[src/rtl/ctrl_word_executor.sv]
`default_nettype none
// +--------------------------------------------------------------------------+
// | ctrl_word_executor: 4-cycle control-word ALU with a 16x16 register file   |
// | Rev 1.0                                                                   |
// +--------------------------------------------------------------------------+
module ctrl_word_executor #(
  parameter int IMM_SEXT = 0
) (
  input  logic        external_clk,
  input  logic        reset,
  input  logic        cmd_valid,
  output logic        cmd_ready,
  input  logic [16:0] cmd_word,
  output logic [15:0] result,
  output logic        result_valid,
  output logic [4:0]  flags,
  input  logic [3:0]  dbg_addr,
  output logic [15:0] dbg_data
);

  typedef enum logic [1:0] {
    IDLE = 2'd0,
    READ = 2'd1,
    EXEC = 2'd2,
    WB   = 2'd3
  } state_t;

  state_t      state_q, state_d;
  logic [16:0] word_q;
  logic [15:0] a_q, b_q, result_q;
  logic [4:0]  flags_q;
  logic        cmd_ready_q, result_valid_q, wb_en_q;
  logic [15:0] regs_q [16];

  logic [15:0] imm_ext;
  logic [16:0] sum;
  logic [15:0] diff;
  logic [15:0] alu_res;
  logic        alu_c, alu_l, alu_f, alu_upd, alu_wr;

  always_comb begin
    if (IMM_SEXT != 0) imm_ext = {{8{word_q[11]}}, word_q[11:4]};
    else               imm_ext = {8'h00, word_q[11:4]};
  end

  always_ff @(posedge external_clk) begin
    if (!reset) state_q <= IDLE;
    else        state_q <= state_d;
  end

  always_comb begin
    state_d = state_q;
    case (state_q)
      IDLE:    if (cmd_valid) state_d = READ;
      READ:    state_d = EXEC;
      EXEC:    state_d = WB;
      WB:      state_d = IDLE;
      default: state_d = IDLE;
    endcase
  end

  assign sum  = {1'b0, a_q} + {1'b0, b_q};
  assign diff = a_q - b_q;

  always_comb begin
    alu_res = a_q;
    alu_c   = 1'b0;
    alu_l   = 1'b0;
    alu_f   = 1'b0;
    alu_upd = 1'b1;
    alu_wr  = 1'b1;
    case (word_q[15:12])
      4'h0: alu_res = a_q & b_q;
      4'h1: alu_res = a_q | b_q;
      4'h2: begin
        alu_res = sum[15:0];
        alu_c   = sum[16];
        alu_f   = (a_q[15] == b_q[15]) && (sum[15] != a_q[15]);
      end
      4'h3, 4'h8: begin
        // CMP shares the subtractor but never writes back
        alu_res = diff;
        alu_c   = (a_q >= b_q);
        alu_l   = (a_q < b_q);
        alu_f   = (a_q[15] != b_q[15]) && (diff[15] != a_q[15]);
        alu_wr  = (word_q[15:12] == 4'h3);
      end
      4'h4: alu_res = a_q ^ b_q;
      4'h5: alu_res = ~a_q;
      4'h6: begin
        alu_res = {a_q[14:0], 1'b0};
        alu_c   = a_q[15];
      end
      4'h7: begin
        alu_res = {1'b0, a_q[15:1]};
        alu_c   = a_q[0];
      end
      4'h9: alu_res = b_q;
      default: begin
        alu_upd = 1'b0;
        alu_wr  = 1'b0;
      end
    endcase
  end

  always_ff @(posedge external_clk) begin
    if (!reset) begin
      word_q         <= '0;
      a_q            <= '0;
      b_q            <= '0;
      result_q       <= '0;
      flags_q        <= '0;
      wb_en_q        <= 1'b0;
      cmd_ready_q    <= 1'b1;
      result_valid_q <= 1'b0;
      for (int i = 0; i < 16; i++) regs_q[i] <= '0;
    end else begin
      cmd_ready_q    <= (state_d == IDLE);
      result_valid_q <= (state_d == WB);
      case (state_q)
        IDLE: if (cmd_valid) word_q <= cmd_word;
        READ: begin
          if (word_q[16]) begin
            a_q <= regs_q[word_q[3:0]];
            b_q <= imm_ext;
          end else begin
            a_q <= regs_q[word_q[11:8]];
            b_q <= regs_q[word_q[7:4]];
          end
        end
        EXEC: begin
          result_q <= alu_res;
          if (alu_upd) flags_q <= {alu_c, alu_l, alu_f, (alu_res == 16'h0000), alu_res[15]};
          wb_en_q  <= alu_wr;
        end
        WB: if (wb_en_q) regs_q[word_q[3:0]] <= result_q;
        default: ;
      endcase
    end
  end

  assign cmd_ready    = cmd_ready_q;
  assign result       = result_q;
  assign result_valid = result_valid_q;
  assign flags        = flags_q;
  assign dbg_data     = regs_q[dbg_addr];

endmodule
`default_nettype wire

[config.mk]
export PLATFORM = sky130hd
export DESIGN_NAME = ctrl_word_executor
export DESIGN_NICKNAME = d
export VERILOG_FILES = /design/src/rtl/ctrl_word_executor.sv
export SDC_FILE = /design/constraint.sdc
export NUM_CORES = 1
export LEC_CHECK = 0
export CAP_MARGIN = 15
export CORE_ASPECT_RATIO = 0.7
export CORE_MARGIN = 2
export CORE_UTILIZATION = 35
export DETAILED_ROUTE_END_ITERATION = 10
export GPL_ROUTABILITY_DRIVEN = 0
export PLACE_DENSITY = 0.52
export SLEW_MARGIN = 20
export SYNTH_ARGS = -nofsm -noshare
export SYNTH_HDL_FRONTEND = slang
export SYNTH_SLANG_ARGS = --single-unit
[constraint.sdc]
create_clock -name external_clk -period 4.5 [get_ports external_clk]
set_input_delay 0.45 -clock external_clk [delete_from_list [all_inputs] [get_ports external_clk]]
set_output_delay 0.45 -clock external_clk [all_outputs]
set_load 0.05 [all_outputs]
* Word level (Yosys, flattened, before mapping)
Memory sizes are Yosys's and may differ from the RTL's. A register that Yosys moved wholly into a read port is not among the register bits.
Cells that the tools add are included.
** Word-level totals
- Logic and storage cells :: 71
- Input port bits :: 24
- Output and inout bits :: 39
- Memories kept :: 1
- Bits in registers :: 75
- Memory bits (writable) :: 256
** Memory list
- regs_q :: depth 16, bits a word 16, read ports 4, clocked after memory_dff 3, wr ports 16, RTL line 33 : logic [15:0] regs_q [16];
** Cells by class
- Reduce and logical (&&, ||, !) cells :: 12
- Order comparisons :: 2
- Muxes and demuxes :: 24
- Eq/ne operators :: 17
- Add/sub/neg operators :: 2
- Bitwise gates (word level) :: 4
** Operators by type and width (count)
- $pmux W16 S9 :: 1
- $mux W16 :: 3
- $mux W4 :: 7
- $add A16 B16 Y17 :: 1
- $and A16 B16 Y16 :: 1
- $eq A4 B3 Y1 const B :: 4
- $ge A16 B16 Y1 :: 1
- $logic_not A16 Y1 :: 1
- $lt A16 B16 Y1 :: 1
- $not A16 Y16 :: 1
- $or A16 B16 Y16 :: 1
- $reduce_or A16 Y1 :: 1
- $sub A16 B16 Y16 :: 1
- $xor A16 B16 Y16 :: 1
- $reduce_or A10 Y1 :: 1
- $eq A4 B2 Y1 const B :: 2
- $eq A4 B4 Y1 const B :: 2
- $mux W1 :: 8
- $pmux W2 S4 :: 1
- $reduce_or A8 Y1 :: 1
- $eq A2 B2 Y1 const B :: 3
- $eq A4 B1 Y1 const B :: 1
- $logic_not A2 Y1 :: 2
- $logic_not A4 Y1 :: 1
- 9 further kinds :: 14

* Logic depth before layout (Yosys ltp)
- Depth in word-level cells :: 6
- Gate-level depth with buffers :: 13
- Mapped depth without buffers :: 13

* Worst setup path after synthesis
No wires, ideal clock.
- Kind :: register to register
- From :: reg a_q[1]
- To :: reg flags_q[1], in the netlist flags[1]
- Setup time :: 69 ps
- Path slack :: 1265 ps
- Required time :: 4431 ps
- Arrival :: 3166 ps
- Cell stages (with the launch flop) :: 13
- Clock period less this slack :: 3235 ps
- Cell sequence :: dfxtp_1 inv_1 ha_1 o21bai_2 a211oi_2 o21ai_2 a311o_1 a31oi_1 mux2_1 a221oi_2 a21oi_1 or4_1 o21ai_1
** On the way
- Word-level cells in the longest chain between the ends :: 3
- Elaborated cells between the ends (all ways) :: 8
- Those cells by class :: add/sub (2); mux (1); bitwise (4); reduce/logical (1)
** Ends and longest elaborated chain
- start: declaration :: RTL line 30 : logic [15:0] a_q, b_q, result_q;
- start signal: assignment :: RTL line 124 : a_q <= regs_q[word_q[3:0]];
- start signal: assignment :: RTL line 127 : a_q <= regs_q[word_q[11:8]];
- $sub A16 B16 Y16 (tied with other cells) :: RTL line 63 : assign diff = a_q - b_q;
- $pmux W16 S9 * :: RTL line 72 : case (word_q[15:12])
- $logic_not A16 Y1 * :: RTL line 133 : if (alu_upd) flags_q <= {alu_c, alu_l, alu_f, (alu_res == 16'h0000), alu_res[15]};
- end signal: assignment :: RTL line 133
- end: declaration :: RTL line 31 : logic [4:0] flags_q;
Every way passes the cells marked *; elsewhere a longest branch is shown, timed or not.
A chain may end at the register's enable or synchronous reset.

* Final worst setup path
- From :: reg a_q[0]
- To :: reg flags_q[1], in the netlist flags[1]
Same word-level chain as after synthesis.

==> reports/results.txt <==
Status: complete, no violations
Origin of the worst setup path: a_q[0]
Die Span X: 317.1 um
Worst relative slew slack: 27.34%
Worst VDD drop: 0.2236 mV
PwrDens: 454.2 nW/um^2
Crit path launch type: flop
CTS tree: done
Crit Path Max Fanout: 5
Leak: 0.009219 uW
Syn_nets: 1,937
Hold path depth: 2
Reg-to-reg critical path endpoint: flags[1]
Clk_skew: 0.03037 ns
CP arrival: 4.28 ns
Place WS: 0.8079 ns
Clk Latency, worst-skew pair: 0.58 ns
Fill cells: 6,311
Ys async rst share: 0%
Via count: 17,615
Share of layout cells above drive strength 1: 27.83%
Root Driver: clkbuf_16
Num CTS Buffers: 39
Post-Syn Instances: 1,853
DRC: 0
Drt first pass iters: 8
Final Cycle Share: 84.38%
Antenna violations before repair: 2
GRT overflow: 0
Fin. Hold Viols: 0
Post-route ant nets: 0
Worst reg2reg setup slack: 0.70 ns
Actual slew at the worst max-slew pin: 1.086 ns
Fmax: 263.4 MHz
Setup Crit Path Kind: reg -> reg
EDFF count, synth: 256
DR WL met2: 35,850 um
Vias in the first global route: 17,221
Buffers on Ports: 62
Row count: 80
HPWL Detailed: 58,820 um
Maxcap violations: 0
Starting Density: 35.34%
Routed wire length: 86,290 um
Count of hold buffers inserted by post-cts repair: 0
All-Layer GR Usage: 24.57%
Worst reg2reg startpoint: a_q[0]
PnR worst setup slack: 0.7029 ns
H-tree depth: 2
Syn-to-layout area delta: 12.53%
Crit path to: flags[1]
Avg Vias per Cell: 6.278
RSZ-0062 raised after global routing: false
Postcts setup bufs: 0
First-pass GRT wire length: 125,200 um
Die ar.: 70,760 um^2
Placed insts: 2,733
CTS clk-pin slew, worst paths: 0.06 ns
Main synth FF type: edfxtp_1
Register area share after synthesis: 39.26%
WL per Instance: 30.75 um
Final non-filler cell total: 2,806
Hold/Removal Path Class: in -> reg
First DRT Iteration DRCs: 2,632
Final slew viol count: 0
Yosys warnings: 0
Synthesized area: 24,020 um^2
Met1 wire length: 37,250 um
Post-route minimum period: 3.797 ns
Synth cell types: 95
Register-to-Register Path Depth: 13
CTS sink cnt: 343
Routed wl met3: 10,950 um
Post-synthesis sequential element count: 343
Setup crit end kind: flop
Syn Area/Cell: 12.96 um^2
Largest net degree at the start of global routing: 72
Finish-stage setup viols: 0
Crit path required time: 4.98 ns
Total core area: 67,970 um^2
Ports: 63
Clock Tree Buf Depth: 3
Die H: 223.2 um
Setup_tns: 0 ns
Nets@finish: 1,956
Top Layer Used: met4
Post-CTS sizing: 0
==> worst min path at each step <==
stage                      end  slack, ns       from
floorplan                 flop       0.46  word_q[7]
global placement      flags[2]       0.46   flags[2]
detailed placement    flags[1]       0.47   flags[1]
CTS                 word_q[16]       0.39      reset
global route        word_q[16]       0.43      reset
finish              word_q[16]       0.43      reset
==> registers in the layout, summed over array words and instances (netlist names), named ones only <==
register and flops:
flags 5, regs_q 256, cmd_ready 1, a_q 16, word_q 17, wb_en_q 1, state_q 2, result_valid 1
b_q 16, result 16
==> worst max-delay path: stages, from the launching register on <==
cell      delay [ns]
dfxtp_1         0.35
inv_1           0.14
ha_1            0.24
inv_1           0.07
fa_1            0.46
a311oi_2        0.50
o21ai_1         0.26
o41ai_1         0.51
xor2_1          0.12
a22oi_1         0.21
a22oi_1         0.11
o21bai_1        0.20
or4_1           0.43
o21ai_1         0.12
==> cell families (layout without fill, tap and decap cells) <==
logic type / count (synthesis) / count (layout) / share of synthesized area (%)
and+or+nand+nor: 557 / 557 / 12.78
buffers and inverters: 238 / 286 / 4.277
other: 0 / 3 / 0
adders and majority gates: 60 / 60 / 3.188
AOI/OAI and AO/OA: 282 / 282 / 8.304
DFF: 343 / 343 / 39.26
muxes: 365 / 365 / 31.90
xor gates and xnor gates: 8 / 8 / 0.2918
==> cell usage after synthesis, types with 12 or more instances <==
cell      instances  share of area [%]
clkbuf_1        104                1.6
dfxtp_1          87                7.3
buf_2            13               0.27
nand3_1          14               0.29
a21boi_0         19               0.59
nor2_1           64                1.0
o211a_1          26                1.1
inv_1            60               0.94
nor3_1           29               0.60
edfxtp_1        256                 32
o22ai_1          17               0.44
a21oi_1          46               0.96
and2_1          263                6.9
buf_1            41               0.64
ha_1             58                3.0
nor2b_1          16               0.42
nand2b_1         12               0.31
mux2i_1          42                1.8
o21ai_0          57                1.2
nand2_1         108                1.7
mux4_2          320                 30
==> stage by stage <==
| stage | hold slack (ns) | cell area, um^2 | power [uW] | utilization (%) |
|---|---|---|---|---|
| finish | 0.4308 | 27030 | 12280 | 39.77 |
| floorplan | 0.4626 | 24020 | 7520 | - |
| detailed placement | 0.4688 | 25830 | 9095 | 38.01 |
| global placement | 0.4643 | 25830 | 9070 | 38.01 |
| global route | 0.4269 | 27020 | 12820 | 39.76 |
| CTS | 0.3924 | 27020 | 12220 | 39.76 |
==> layer usage <==
metal / up-vias / track usage [%]
met5: - / 0
li1: 7292 / -
met1: 8985 / 37.43
met2: 1191 / 33.65
met3: 147 / 7.269
met4: 0 / 6.679
==> final cells by class <==
class | count | area, um^2 | area share (%)
inverter | 63 | 236.5 | 0.8750
clock buffer | 53 | 1039 | 3.842
clock inverter | 17 | 148.9 | 0.5509
multi-input combinational | 1272 | 13630 | 50.44
sequential | 343 | 9449 | 34.96
antenna | 3 | 7.507 | 0.02778
timing repair buffer | 153 | 1386 | 5.129
tap | 902 | 1129 | 4.176
==> placed cells by master, fill, tap and decap left out, drive strengths merged, types with 7 or more instances in the layout <==
cell | netlist | routed
mux2i | 42 | 42
ha | 58 | 58
clkdlybuf4s50 | 0 | 58
o31ai | 9 | 9
a31oi | 11 | 11
nor3 | 31 | 31
o21ai | 64 | 64
mux4 | 320 | 320
o211a | 26 | 26
o21bai | 7 | 7
nor2 | 69 | 69
edfxtp | 256 | 256
o22ai | 17 | 17
nand3 | 14 | 14
nor4 | 7 | 7
a21boi | 19 | 19
nor2b | 17 | 17
buf | 67 | 95
a21oi | 46 | 46
a221oi | 9 | 9
nand2 | 108 | 108
and2 | 265 | 265
clkinv | 1 | 12
dfxtp | 87 | 87
nand2b | 13 | 13
clkbuf | 108 | 53
inv | 62 | 65
o211ai | 7 | 7
a22oi | 10 | 10
==> power breakdown <==
part	internal (uW)	switching [uW]
sequential	3660	576
combinational	2070	2850
clock	1740	1380
total	7470	4810
Power figures use the tool's default switching activity.
